<file path="src/rtl/mult_div_unit.sv">
// mult_div_unit
// Multicycle signed multiply/divide unit with internal HI/LO result
// registers, used for the MIPS MULT/DIV/MFHI/MFLO instructions.
//
// A multiply runs as radix-2 Booth recoding, one step per cycle. A divide
// runs as unsigned restoring division on the operand magnitudes, then
// one cycle that fixes up the result signs. A divide by zero finishes at
// once, leaves HI/LO untouched and flags div_zero.
//
// Ports:
//   clk         system clock, rising-edge active
//   rst_n       asynchronous active-low reset
//   start_mult  1-cycle request: signed w_a * w_b (wins over start_div)
//   start_div   1-cycle request: signed w_a / w_b
//   w_a, w_b    operands, captured only when a start is accepted in IDLE
//   w_hi        HI register: product upper half, or remainder
//   w_lo        LO register: product lower half, or quotient
//   busy        high while in MULT, DIV or FIX
//   done        1-cycle pulse, HI/LO valid from this cycle on
//   div_zero    1-cycle pulse alongside done when the divisor was zero

module mult_div_unit #(
    parameter int WIDTH = 32,
    parameter int CNT_W = 6
) (
    input  logic             clk,
    input  logic             rst_n,
    input  logic             start_mult,
    input  logic             start_div,
    input  logic [WIDTH-1:0] w_a,
    input  logic [WIDTH-1:0] w_b,
    output logic [WIDTH-1:0] w_hi,
    output logic [WIDTH-1:0] w_lo,
    output logic             busy,
    output logic             done,
    output logic             div_zero
);

    typedef enum logic [2:0] {
        ST_IDLE = 3'd0,
        ST_MULT = 3'd1,
        ST_DIV  = 3'd2,
        ST_FIX  = 3'd3,
        ST_DONE = 3'd4
    } state_t;

    localparam logic [CNT_W-1:0] CNT_LAST = CNT_W'(WIDTH - 1);
    localparam logic [CNT_W-1:0] CNT_ONE  = CNT_W'(1);
    localparam logic [CNT_W-1:0] CNT_ZERO = {CNT_W{1'b0}};
    localparam logic [WIDTH-1:0] ZERO_W   = {WIDTH{1'b0}};

    // Two's-complement magnitude; the most negative value maps to itself,
    // which still reads correctly as an unsigned magnitude.
    function automatic logic [WIDTH-1:0] magnitude(input logic [WIDTH-1:0] v);
        if (v[WIDTH-1]) begin
            return ZERO_W - v;
        end else begin
            return v;
        end
    endfunction

    // Conditional two's-complement negation.
    function automatic logic [WIDTH-1:0] negate_if(input logic [WIDTH-1:0] v,
                                                   input logic neg);
        if (neg) begin
            return ZERO_W - v;
        end else begin
            return v;
        end
    endfunction

    state_t             state_r, state_s;

    // Booth accumulator: {upper partial product (WIDTH+1), multiplier (WIDTH)}.
    // The extra upper bit keeps the most negative multiplicand exact.
    logic [2*WIDTH:0]   acc_r, acc_s, acc_step_s;
    logic [WIDTH:0]     mcand_r, mcand_s;
    logic [WIDTH:0]     booth_upper_s, booth_sum_s;
    logic               booth_r, booth_s;

    // Restoring divider: partial remainder, quotient/dividend shift register,
    // divisor magnitude and the sign corrections applied in FIX.
    logic [WIDTH-1:0]   rem_r, rem_s, rem_step_s;
    logic [WIDTH-1:0]   quo_r, quo_s, quo_step_s;
    logic [WIDTH-1:0]   dvs_r, dvs_s;
    logic [WIDTH:0]     div_shift_s, div_diff_s;
    logic               neg_quo_r, neg_quo_s;
    logic               neg_rem_r, neg_rem_s;

    logic [CNT_W-1:0]   cnt_r, cnt_s;
    logic [WIDTH-1:0]   hi_r, hi_s, lo_r, lo_s;
    logic               busy_r, busy_s;
    logic               done_r, done_s;
    logic               div_zero_r, div_zero_s;

    // One Booth step: add/subtract multiplicand per the recoded bit pair,
    // then arithmetic shift right of the whole accumulator.
    always_comb begin
        booth_upper_s = acc_r[2*WIDTH:WIDTH];
        booth_sum_s   = booth_upper_s;
        case ({acc_r[0], booth_r})
            2'b01:   booth_sum_s = booth_upper_s + mcand_r;
            2'b10:   booth_sum_s = booth_upper_s - mcand_r;
            default: booth_sum_s = booth_upper_s;
        endcase
        acc_step_s = {booth_sum_s[WIDTH], booth_sum_s, acc_r[WIDTH-1:1]};
    end

    // One restoring-division step: shift in the next dividend bit and keep
    // the difference only when it does not go negative.
    always_comb begin
        div_shift_s = {rem_r, quo_r[WIDTH-1]};
        div_diff_s  = div_shift_s - {1'b0, dvs_r};
        if (!div_diff_s[WIDTH]) begin
            rem_step_s = div_diff_s[WIDTH-1:0];
            quo_step_s = {quo_r[WIDTH-2:0], 1'b1};
        end else begin
            rem_step_s = div_shift_s[WIDTH-1:0];
            quo_step_s = {quo_r[WIDTH-2:0], 1'b0};
        end
    end

    // Next-state and next-register logic for the control FSM and datapath.
    always_comb begin
        state_s    = state_r;
        acc_s      = acc_r;
        booth_s    = booth_r;
        mcand_s    = mcand_r;
        rem_s      = rem_r;
        quo_s      = quo_r;
        dvs_s      = dvs_r;
        neg_quo_s  = neg_quo_r;
        neg_rem_s  = neg_rem_r;
        cnt_s      = cnt_r;
        hi_s       = hi_r;
        lo_s       = lo_r;
        busy_s     = 1'b0;
        done_s     = 1'b0;
        div_zero_s = 1'b0;

        case (state_r)
            ST_IDLE: begin
                if (start_mult) begin
                    mcand_s = {w_a[WIDTH-1], w_a};
                    acc_s   = {{(WIDTH + 1){1'b0}}, w_b};
                    booth_s = 1'b0;
                    cnt_s   = CNT_ZERO;
                    busy_s  = 1'b1;
                    state_s = ST_MULT;
                end else if (start_div) begin
                    if (w_b != ZERO_W) begin
                        rem_s     = ZERO_W;
                        quo_s     = magnitude(w_a);
                        dvs_s     = magnitude(w_b);
                        neg_quo_s = w_a[WIDTH-1] ^ w_b[WIDTH-1];
                        neg_rem_s = w_a[WIDTH-1];
                        cnt_s     = CNT_ZERO;
                        busy_s    = 1'b1;
                        state_s   = ST_DIV;
                    end else begin
                        // Nothing to compute: report and leave HI/LO alone.
                        done_s     = 1'b1;
                        div_zero_s = 1'b1;
                        state_s    = ST_DONE;
                    end
                end else begin
                    state_s = ST_IDLE;
                end
            end

            ST_MULT: begin
                acc_s   = acc_step_s;
                booth_s = acc_r[0];
                cnt_s   = cnt_r + CNT_ONE;
                if (cnt_r == CNT_LAST) begin
                    // Sign-extension bit above the product is dropped.
                    hi_s    = acc_step_s[2*WIDTH-1:WIDTH];
                    lo_s    = acc_step_s[WIDTH-1:0];
                    done_s  = 1'b1;
                    state_s = ST_DONE;
                end else begin
                    busy_s = 1'b1;
                end
            end

            ST_DIV: begin
                rem_s  = rem_step_s;
                quo_s  = quo_step_s;
                cnt_s  = cnt_r + CNT_ONE;
                busy_s = 1'b1;
                if (cnt_r == CNT_LAST) begin
                    state_s = ST_FIX;
                end else begin
                    state_s = ST_DIV;
                end
            end

            ST_FIX: begin
                lo_s    = negate_if(quo_r, neg_quo_r);
                hi_s    = negate_if(rem_r, neg_rem_r);
                done_s  = 1'b1;
                state_s = ST_DONE;
            end

            ST_DONE: begin
                state_s = ST_IDLE;
            end

            default: begin
                state_s = ST_IDLE;
            end
        endcase
    end

    // State, datapath and output registers.
    always_ff @(posedge clk or negedge rst_n) begin
        if (!rst_n) begin
            state_r    <= ST_IDLE;
            acc_r      <= {(2 * WIDTH + 1){1'b0}};
            booth_r    <= 1'b0;
            mcand_r    <= {(WIDTH + 1){1'b0}};
            rem_r      <= ZERO_W;
            quo_r      <= ZERO_W;
            dvs_r      <= ZERO_W;
            neg_quo_r  <= 1'b0;
            neg_rem_r  <= 1'b0;
            cnt_r      <= CNT_ZERO;
            hi_r       <= ZERO_W;
            lo_r       <= ZERO_W;
            busy_r     <= 1'b0;
            done_r     <= 1'b0;
            div_zero_r <= 1'b0;
        end else begin
            state_r    <= state_s;
            acc_r      <= acc_s;
            booth_r    <= booth_s;
            mcand_r    <= mcand_s;
            rem_r      <= rem_s;
            quo_r      <= quo_s;
            dvs_r      <= dvs_s;
            neg_quo_r  <= neg_quo_s;
            neg_rem_r  <= neg_rem_s;
            cnt_r      <= cnt_s;
            hi_r       <= hi_s;
            lo_r       <= lo_s;
            busy_r     <= busy_s;
            done_r     <= done_s;
            div_zero_r <= div_zero_s;
        end
    end

    assign w_hi     = hi_r;
    assign w_lo     = lo_r;
    assign busy     = busy_r;
    assign done     = done_r;
    assign div_zero = div_zero_r;

endmodule
</file>
<file path="config.mk">
export PLATFORM = sky130hd
export DESIGN_NAME = mult_div_unit
export DESIGN_NICKNAME = d
export VERILOG_FILES = /design/src/rtl/mult_div_unit.sv
export SDC_FILE = /design/constraint.sdc
export NUM_CORES = 1
export LEC_CHECK = 0
export BUFFER_PORTS_ARGS = -buffer_cell sky130_fd_sc_hd__buf_4
export CORE_MARGIN = 2
export CORE_UTILIZATION = 56
export DETAILED_ROUTE_END_ITERATION = 7
export PLACE_DENSITY = 0.78
export SLEW_MARGIN = 20
export SYNTH_ARGS = -nofsm -noshare
export SYNTH_HDL_FRONTEND = slang
export SYNTH_SLANG_ARGS = --single-unit
</file>
<file path="constraint.sdc">
create_clock -name clk -period 4.3 [get_ports clk]
set_input_delay 0.86 -clock clk [delete_from_list [all_inputs] [get_ports clk]]
set_output_delay 0.86 -clock clk [all_outputs]
set_load 0.005 [all_outputs]
</file>
==> results of run 1 <==
-- flip-flops by register name (all words and copies together), names as in the netlist, 3 cells and up --
register  count
quo_r        32
acc_r        64
dvs_r        32
cnt_r         6
mcand_r      32
w_lo         32
w_hi         32
state_r       3
rem_r        32
-- cells by family after synthesis --
family                   count (synthesis)  synth area share (%)
adder cells (fa/ha/maj)                 73                  5.08
AO/OA/AOI/OAI                          608                  21.0
buffers and inverters                  183                  3.81
multiplexers                           104                  5.95
flip-flops                             271                  37.1
AND/OR/NAND/NOR                        680                  17.6
XOR/XNOR                               199                  9.54
-- worst max-delay path: stages (launching register included) --
cell	delay, ns
dfrtp_1	0.42
nor3_2	0.23
nor4b_2	0.24
buf_4	0.17
nand2_1	0.09
nor4_1	0.28
nor2_1	0.10
xnor2_1	0.20
ha_1	0.35
and3_1	0.25
a221o_1	0.30
a221o_1	0.38
a22o_1	0.29
a211oi_2	0.23
nor3_2	0.10
o41a_1	0.31
o211ai_1	0.08
-- layout make-up --
class	instances	area [um2]
Sequential cell	271	6780
Clock buffer	38	821
Tap cell	442	553
Timing Repair Buffer	180	1400
Fill cell	2693	11400
Inverter	63	236
Multi-Input combinational cell	1664	10900
Clock inverter	18	231
-- cell usage after synthesis, types with 4 or more instances --
library cell  count  share of area (%)
a31oi_1          48                1.6
o21ai_0         135                3.7
buf_1            13               0.27
a21oi_1         104                2.8
nor3_1           29               0.79
ha_1             71                4.9
or4_1            23               0.94
o221ai_1          4               0.19
a41oi_1           5               0.24
nor3b_1           4               0.16
and2_1           10               0.34
mux2_2           34                2.1
o21a_1           10               0.41
inv_1            62                1.3
mux2i_1          67                3.7
a21o_1           35                1.4
a22oi_1          12               0.49
a211o_1           8               0.38
buf_2             8               0.22
o21bai_1          6               0.25
nand2_1         270                5.5
a2111oi_0         4               0.19
nor4_1           16               0.55
or2_1             4               0.14
a32oi_1           4               0.19
nor2_1          143                2.9
dfrtp_1         271                 37
a221o_1          21                1.2
xor2_1           97                4.6
o41ai_1          21                1.0
nor2b_1          18               0.62
o31ai_1          38                1.6
nand4_1          13               0.44
a211oi_1         12               0.49
o21ai_1          96                2.6
nand2b_1         27               0.92
nand3_1          50                1.4
and3_1           21               0.72
xnor2_1         102                4.9
or3_1            30                1.0
o211ai_1         14               0.58
nor4b_1           5               0.24
o22ai_1           5               0.17
clkbuf_1         99                2.0
or2_2             4               0.14
-- metal layers --
layer | vias to the layer above | track usage (%) | wire [um]
met5 | - | 0 | 0
met4 | 0 | 13.6 | 2290
met3 | 125 | 3.97 | 4170
met2 | 720 | 52.9 | 26300
met1 | 8200 | 45.0 | 23300
li1 | 7802 | - | -
-- stage by stage --
stage	power, mW	hold WS, ns	util (%)	area (um2)
floorplan	13.3	0.441	-	18300
finish	20.1	0.278	64.6	20900
global placement	16.7	0.465	61.2	19800
global route	21.6	0.335	64.6	20900
detailed placement	17.0	0.477	61.2	19800
CTS	19.9	0.321	64.5	20900
-- power groups by stage --
stage	Combinational (mW)	Clock [mW]	Sequential, mW
global placement	11.7	0	4.98
finish	12.3	2.73	5.06
floorplan	8.81	0	4.54
CTS	12.1	2.75	5.00
detailed placement	12.0	0	5.02
global route	13.5	2.85	5.19
-- final timing paths --
path | startpoint | end | slack (ns) | cells after the start
setup / recovery | mcand_r[3] | w_hi[31] | 0.20 | 16
hold / removal | rst_n | dvs_r[6] | 0.28 | 1
setup reg to reg | mcand_r[3] | w_hi[31] | 0.20 | 16
hold reg to reg | dvs_r[16] | dvs_r[16] | 0.49 | 2
max in group asynchronous | rst_n | quo_r[31] | 2.99 | 2
min in group clk | dvs_r[16] | dvs_r[16] | 0.49 | 2
-- timing repair --
item | 4_1_cts | 5_1_grt
gates resized for setup | 0 | 8
setup endpoints to repair | 0 | 15
buffers inserted | 0 | 0
==> summary.txt, run 1 <==
Clocking
  – # hold bufs at CTS: 0
  – Cts bufs inserted: 30
  – Max Buffers Root-to-Sink: 3
  – Clock Sinks: 271
  – Worst-skew pair later-pin latency: 0.60 ns
  – Root buffer cell: clkbuf_16
  – CTS tree: done
  – Worst-path clk slew: 0.06 ns
  – H-tree Lvls: 1

Logic synthesis
  – Synthesized netlist cell count: 2118
  – Dominant synthesized flop cell: dfrtp_1
  – Cell area after synthesis: 18300 um2
  – Count of cell types in the netlist: 72
  – Number of synthesized flops with an enable pin: 0
  – Synth warn: 0
  – Post-synthesis sequential area ratio: 37.1%
  – Avg Cell Area, Syn: 8.63 um2
  – Post-Syn Nets: 2259
  – Flops & latches, synth: 271
  – Async SR Flop Fraction: 100%

Timing
  – Fin. Hold Viols: 0
  – Worst-Margin Slew: 0.988 ns
  – Normalized max-slew margin: 34.0%
  – Final worst-path cycle share: 95.4%
  – Setup-failing EPs final: 0
  – Max-slew violations: 0
  – Setup TNS: 0 ns
  – Setup Skew: 0.0237 ns
  – Max Fclk: 0.244 GHz
  – Slack of the critical path: 0.199 ns
  – RSZ-0062 raised after global routing: false
  – Post-route minimum period: 4.10 ns

Layout
  – Layout area overhead: 14.5%
  – Inserted Diodes: 0
  – Post-layout nets: 2351
  – Fraction of layout cells with a size suffix above 1: 13.3%
  – Non-Filler Instances: 2676
  – Most frequent cells in the layout: dfrtp_1, nand2_1, buf_4, nor2_1, o21ai_0
  – Commonest non-fill, non-tap cell in the layout: dfrtp_1

Setup path
  – CP endpoint kind: flop
  – Crit path DAT: 4.60 ns
  – Worst setup path category: flop to flop
  – Startpoint types: flop
  – Worst EP required: 4.80 ns
  – Worst-path maximum fanout: 7

Flow run
  – Max-cap violation count: 0

Pwr
  – Sequential Power Share: 25.1%
  – Peak supply drop: 0.482 mV
  – Power per cell area: 962 nW/um2
  – Sw Share: 47.9%
  – Comb pwr share: 61.3%
  – P_leak: 9.60 nW
  – Int Pwr: 10.5 mW
  – Sw power: 9.64 mW
  – Clk pwr share: 13.6%

Min path
  – HP Class: input port to asynchronous set/reset pin

Detailed routing
  – Detailed Routing Iterations Pass 1: 5
  – Initial drt markers: 1503
  – DR vias: 16800
  – Vias/cell: 6.30
  – Final wirelength: 56000 um
  – Antenna-violating nets left: 0
  – Wirelength per Cell: 20.9 um
  – Post-route DRC: 0

GRT
  – Largest net degree at the start of global routing: 97
  – Initial antenna violation count: 1
  – Grt ovf: 0
  – First-pass GRT wire length: 88800 um
  – Vias in the first global route: 16100
  – GRT Overall Usage: 32.8%

Place
  – DPL Wire Length: 41700 um
  – RePlAce Congestion: 0.946
  – Dpl ws: 0.123 ns
  – # placed instances: 2620
  – Buffers on Ports: 134

Floorplan
  – FP Rows: 66
  – Top-level I/O count: 135
  – Initial core utilization: 56.5%
  – Die area: 34100 um2
  – Die Wd: 185 um
  – Die H: 185 um
  – CORE AREA: 32400 um2

Run status
  – Status: finished clean
(Power assumes the default switching activity.)
==> run 2, diff against run 1 <==
--- a/config.mk
+++ b/config.mk
@@ -5,6 +5,7 @@
 export SDC_FILE = /design/constraint.sdc
 export NUM_CORES = 1
 export LEC_CHECK = 0
+export ABC_AREA = 1
 export BUFFER_PORTS_ARGS = -buffer_cell sky130_fd_sc_hd__buf_4
 export CORE_MARGIN = 2
 export CORE_UTILIZATION = 56
==> run 2 against run 1 <==
Sequential power decreased by 2%; via count increased by 23%; clock skew is 0.0080 ns lower; power rose by 9.6%; critical path type unchanged; critical endpoint is now w_hi[30]; largest power group unchanged.
==> summary.txt, run 2 <==
Floorplan
  – Top-level I/O count: 135
  – Die Wd: 194 um
  – FP Rows: 69
  – Initial core utilization: 56.9%
  – CORE AREA: 35500 um2
  – Die H: 194 um
  – Die area: 37600 um2

Pwr
  – Peak supply drop: 0.558 mV
  – Power per cell area: 980 nW/um2
  – P_leak: 11.4 nW

Place
  – # placed instances: 3500
  – DPL Wire Length: 51800 um
  – RePlAce Congestion: 1.01
  – Placed inst area: 21500 um2
  – Buffers on Ports: 134

Setup path
  – Worst reg2reg path startpoint: mcand_r[0]
  – Top cell by count, worst path: nand2_1
  – Delay-heaviest family, CP: simple AND/OR/NAND/NOR gates
  – Crit path DAT: 4.25 ns
  – Startpoint types: flop
  – Cells on worst reg2reg path: 23
  – WP buf/inv: 2
  – Reg2reg end: w_hi[30]
  – Worst setup path category: flop to flop
  – Slowest cell on the critical path: dfrtp_1
  – Worst EP required: 4.81 ns
  – Crit-path max cell delay: 0.38 ns
  – CP endpoint kind: flop
  – FF-to-FF setup slack: 0.56 ns
  – Worst-path cell chain: inv_1 > ha_1 > nand2_1 > nor2_1 > nand2_1 > nor2_1 > nand3_1 > nor2_1 > a31oi_1 > xor2_1 > inv_1 > ha_1 > a21oi_1 > o21ai_0 > nand2_1 > nand3_1 > a21oi_1 > nand2_1 > nand2_1 > nand2_1 > nand2_1 > nand3_1 > a21oi_1
  – Worst-path maximum fanout: 5

Timing
  – Normalized max-slew margin: 32.5%
  – Setup TNS: 0 ns
  – Post-route minimum period: 3.74 ns
  – Hold Worst Slack: 0.297 ns
  – Max Fclk: 0.268 GHz
  – Final worst-path cycle share: 86.9%
  – Fin. Hold Viols: 0
  – Setup-failing EPs final: 0
  – RSZ-0062 raised after global routing: false
  – Worst-Margin Slew: 1.01 ns
  – Max-slew violations: 0
  – Setup Skew: 0.0158 ns

Detailed routing
  – Antenna-violating nets left: 0
  – Final wirelength: 67200 um
  – DR vias: 20700
  – Detailed Routing Iterations Pass 1: 6
  – Post-route DRC: 0
  – Wirelength per Cell: 18.9 um
  – Initial drt markers: 2001
  – Vias/cell: 5.82

Clocking
  – Worst-skew pair later-pin latency: 0.60 ns
  – Cts bufs inserted: 31
  – Worst-path clk slew: 0.06 ns
  – Root buffer cell: clkbuf_16
  – Max Buffers Root-to-Sink: 3
  – Post-CTS sizing: 0
  – H-tree Lvls: 1
  – CTS tree: done
  – Post-CTS Setup Bufs: 0
  – # hold bufs at CTS: 0
  – Clock Sinks: 271

Run status
  – Status: finished clean

Logic synthesis
  – Most frequent cell after synthesis: nand2_1
  – Synth warn: 0
  – Number of synthesized flops with an enable pin: 0
  – Synth area leader: dfrtp_1
  – Post-synthesis sequential area ratio: 33.6%
  – Cell area after synthesis: 20200 um2
  – Count of cell types in the netlist: 53
  – Top cell type's share of synthesized area: 33.6%
  – Avg Cell Area, Syn: 6.75 um2
  – Top cells by count, synth: nand2_1, inv_1, dfrtp_1, nor2_1, o21ai_0
  – Top post-synthesis cells by area: dfrtp_1, nand2_1, inv_1
  – Flops & latches, synth: 271
  – Post-Syn Nets: 3130
  – Dominant synthesized flop cell: dfrtp_1
  – Synthesized netlist cell count: 2989
  – Async SR Flop Fraction: 100%

Layout
  – Inserted Diodes: 0
  – Register name with the most flops: acc_r
  – Fillers: 3338
  – Fraction of layout cells with a size suffix above 1: 8.04%
  – Post-layout nets: 3213
  – Fin area: 22500 um2
  – Non-Filler Instances: 3557
  – Post-layout util: 63.4%
  – Most frequent cells in the layout: nand2_1, inv_1, dfrtp_1, nor2_1, o21ai_0
  – Commonest non-fill, non-tap cell in the layout: nand2_1
  – Max reg flops: 64
  – Layout area overhead: 11.6%

Flow run
  – Max-cap violation count: 0

GRT
  – Largest net degree at the start of global routing: 98
  – Initial antenna violation count: 0
  – GRT Overall Usage: 35.2%
  – First-pass GRT wire length: 106000 um
  – Vias in the first global route: 19500
  – Grt ovf: 0

Min path
  – HP Class: input port to asynchronous set/reset pin
run 2: changes by cell type in the layout (fill, tap and decap cells not counted), moves of 33 or more:
| cell | previous run | this run |
|---|---|---|
| o21ai_0 | 135 | 248 |
| xnor2_1 | 101 | 43 |
| nand3_1 | 50 | 207 |
| mux2_2 | 34 | 0 |
| mux2i_1 | 67 | 1 |
| nand2_1 | 266 | 923 |
| inv_1 | 62 | 336 |
| o211ai_1 | 14 | 60 |
| o31ai_1 | 38 | 5 |
| nor2_1 | 142 | 253 |
| a31oi_1 | 48 | 8 |
| o21ai_1 | 96 | 20 |
run 2: metrics by stage:
step | power, mW | worst slack [ns]
2_1_floorplan | 14.8 | 1.37
3_3_place_gp | 18.8 | 0.751
3_5_place_dp | 19.0 | 0.614
4_1_cts | 21.8 | 0.592
5_1_grt | 24.0 | 0.116
6_report | 22.1 | 0.563
run 2: per-layer routing:
layer | track usage (%) | wire length, um
met4 | 10.3 | 2180
met1 | 50.1 | 29100
met5 | 0 | 0
met3 | 5.29 | 5960
met2 | 55.5 | 29900
run 2: worst max-delay path by stage:
| stage | startpoint | to | slack, ns | cells after the start |
|---|---|---|---|---|
| finish | mcand_r[0] | w_hi[30] | 0.56 | 23 |
| global route | mcand_r[0] | w_hi[26] | 0.12 | 25 |
| CTS | mcand_r[0] | w_hi[30] | 0.59 | 22 |
| detailed placement | mcand_r[0] | w_hi[30] | 0.61 | 23 |
| global placement | mcand_r[0] | w_hi[30] | 0.75 | 23 |
| floorplan | mcand_r[0] | w_hi[30] | 1.37 | 21 |
run 2: cell families (layout without fill, tap and decap cells):
kind of cell / after synthesis / in the layout / share of synthesized area (%)
muxes: 1 / 1 / 0.0496
and+or+nand+nor: 1514 / 1514 / 31.4
adders and majority gates: 73 / 73 / 4.60
AOI/OAI and AO/OA: 530 / 530 / 15.0
DFF: 271 / 271 / 33.6
buffers and inverters: 452 / 559 / 8.95
xor gates and xnor gates: 148 / 148 / 6.43
run 2: layout make-up:
| type | instances | area, um2 | area share, % |
|---|---|---|---|
| clock buffer | 46 | 892 | 3.96 |
| sequential | 271 | 6780 | 30.1 |
| timing repair buffer | 155 | 1180 | 5.26 |
| multi-input combinational | 2266 | 11600 | 51.6 |
| clock inverter | 11 | 159 | 0.706 |
| tap | 461 | 577 | 2.56 |
| inverter | 347 | 1300 | 5.79 |
run 2: power by group:
group / total (mW) / switching, mW / internal, mW
logic: 14.4 / 9.59 / 4.79
registers: 4.94 / 1.19 / 3.75
clock network: 2.74 / 1.12 / 1.62
run 2: worst reg2reg max path, stage by stage (launching register included):
cell     delay (ns)
dfrtp_1        0.38
inv_1          0.12
ha_1           0.18
nand2_1        0.08
nor2_1         0.29
nand2_1        0.13
nor2_1         0.18
nand3_1        0.12
nor2_1         0.16
a31oi_1        0.12
xor2_1         0.19
inv_1          0.07
ha_1           0.37
a21oi_1        0.24
o21ai_0        0.16
nand2_1        0.09
nand3_1        0.07
a21oi_1        0.17
nand2_1        0.07
nand2_1        0.06
nand2_1        0.05
nand2_1        0.08
nand3_1        0.12
a21oi_1        0.17
==> run 3, diff against run 2 <==
--- a/config.mk
+++ b/config.mk
@@ -8,9 +8,8 @@
 export ABC_AREA = 1
 export BUFFER_PORTS_ARGS = -buffer_cell sky130_fd_sc_hd__buf_4
 export CORE_MARGIN = 2
-export CORE_UTILIZATION = 56
+export CORE_UTILIZATION = 45
 export DETAILED_ROUTE_END_ITERATION = 7
-export PLACE_DENSITY = 0.78
 export SLEW_MARGIN = 20
 export SYNTH_ARGS = -nofsm -noshare
 export SYNTH_HDL_FRONTEND = slang
==> run 3 against run 2 <==
Setup slack gained 0.052 ns; final cell count grew 3.8%; via count fell by 2.4%; critical endpoint is now w_hi[16].
==> summary.txt, run 3 (synthesis gave the netlist of run 2 again) <==
GRT
  – Largest net degree at the start of global routing: 90
  – Initial antenna violation count: 0
  – First-pass GRT wire length: 111000 um
  – Vias in the first global route: 19700
  – GRT Overall Usage: 30.4%
  – Grt ovf: 0

Setup path
  – Startpoint types: flop
  – Worst-path maximum fanout: 5
  – Worst setup path startpoint: mcand_r[1]
  – Cells on worst reg2reg path: 20
  – Crit path DAT: 4.12 ns
  – Worst EP required: 4.73 ns
  – Worst reg2reg path startpoint: mcand_r[1]
  – Reg2reg end: w_hi[16]
  – FF-to-FF setup slack: 0.61 ns
  – CP endpoint kind: flop
  – Capture point of the worst path: w_hi[16]
  – Worst setup path category: flop to flop

Floorplan
  – Initial core utilization: 45.6%
  – Die area: 46500 um2
  – Top-level I/O count: 135
  – FP Rows: 77
  – Die Wd: 216 um
  – Die H: 216 um
  – CORE AREA: 44200 um2

Pwr
  – Sequential Power Share: 22.0%
  – Peak supply drop: 0.483 mV
  – Int Pwr: 10.4 mW
  – Sw Share: 53.7%
  – Sw power: 12.0 mW
  – Clk pwr share: 13.7%
  – Power per cell area: 982 nW/um2
  – Comb pwr share: 64.3%
  – P_leak: 11.5 nW

Clocking
  – Root buffer cell: clkbuf_16
  – Cts bufs inserted: 35
  – # hold bufs at CTS: 0
  – Max Buffers Root-to-Sink: 3
  – Worst-skew pair later-pin latency: 0.55 ns
  – Clock Sinks: 271
  – H-tree Lvls: 2
  – Worst-path clk slew: 0.06 ns
  – Post-CTS sizing: 0
  – CTS tree: done
  – Post-CTS Setup Bufs: 0

Place
  – # placed instances: 3630
  – Buffers on Ports: 134
  – DPL Wire Length: 55400 um
  – RePlAce Congestion: 0.966

Detailed routing
  – Vias/cell: 5.47
  – Post-route DRC: 0
  – DR vias: 20200
  – Final wirelength: 70800 um
  – Antenna-violating nets left: 0
  – Initial drt markers: 1552
  – Wirelength per Cell: 19.2 um
  – Detailed Routing Iterations Pass 1: 6

Layout
  – Non-Filler Instances: 3692
  – Fraction of layout cells with a size suffix above 1: 8.39%
  – Post-layout nets: 3216
  – Fillers: 4547
  – Layout area overhead: 13.2%
  – Inserted Diodes: 0
  – Max reg flops: 64
  – Most frequent cells in the layout: nand2_1, inv_1, dfrtp_1, nor2_1, o21ai_0
  – Commonest non-fill, non-tap cell in the layout: nand2_1
  – Register name with the most flops: acc_r

Timing
  – Fin. Hold Viols: 0
  – Max Fclk: 0.271 GHz
  – RSZ-0062 raised after global routing: false
  – Max-slew violations: 0
  – Worst-Margin Slew: 0.939 ns
  – Post-route minimum period: 3.69 ns
  – Normalized max-slew margin: 37.0%
  – Setup TNS: 0 ns
  – Final worst-path cycle share: 85.7%
  – Setup-failing EPs final: 0
  – Setup Skew: 0.0164 ns

Min path
  – HP Class: input port to asynchronous set/reset pin

Run status
  – Status: finished clean

Flow run
  – Max-cap violation count: 0
[run 3: cell count changes in the layout (fill, tap and decap cells not counted), sizes merged]
cell	delta
clkinv	+6
buf	-1
clkinvlp	+2
clkbuf	-5
bufinv	+1
inv	+1
[run 3: routing by layer]
layer	vias to the layer above	routed length (um)	GRT usage (%)
met4	0	1770	8.25
met1	9595	32500	42.4
met5	-	0	0
met3	89	3500	3.61
li1	9925	-	-
met2	595	33000	49.9
[run 3: worst min path at each step]
stage,startpoint,endpoint,cells past startpoint
detailed placement,w_lo[15],w_lo[15],2
global placement,w_hi[6],w_hi[6],2
global route,rst_n,rem_r[31],1
finish,rst_n,rem_r[28],1
floorplan,dvs_r[31],dvs_r[31],2
CTS,rst_n,rem_r[17],1
[run 3: cell type report]
cell class                 count  area (um2)  area share [%]
multi-input combinational   2266       11600            50.9
tap                          592         741            3.24
clock buffer                  41         940            4.12
timing repair buffer         154        1200            5.26
clock inverter                21         249            1.09
inverter                     347        1300            5.70
sequential                   271        6780            29.7
[run 3: power groups by stage]
stage,clock [mW],sequential (mW),combinational (mW)
floorplan,0,4.50,10.3
global placement,0,4.93,14.2
detailed placement,0,4.94,14.3
CTS,3.13,4.92,14.3
global route,3.23,5.07,16.2
finish,3.07,4.94,14.4
[run 3: critical path, stage by stage (launching register included)]
cell     delay, ns
dfrtp_1       0.38
inv_1         0.12
ha_1          0.18
nand2_1       0.07
nor2_1        0.32
nand2_1       0.13
nor2_1        0.15
nor2_1        0.07
xnor2_1       0.14
ha_1          0.37
nand2_1       0.12
inv_1         0.07
nand2_1       0.14
nor3_2        0.31
nand4_1       0.27
nand4_1       0.17
nand3_1       0.11
o21ai_0       0.21
nand2_1       0.11
nand3_1       0.09
nand2_1       0.05
[run 3: through the flow]
step	cell area (um2)	total power, mW	utilization, %	worst slack, ns	hold slack (ns)
after CTS	22800	22.4	51.6	0.384	0.365
after floorplan	20200	14.8	-	1.37	0.446
after detailed placement	21600	19.2	48.9	0.419	0.468
after global routing	22800	24.5	51.6	0.128	0.396
final	22800	22.4	51.6	0.615	0.353
after global placement	21600	19.1	48.9	0.459	0.467
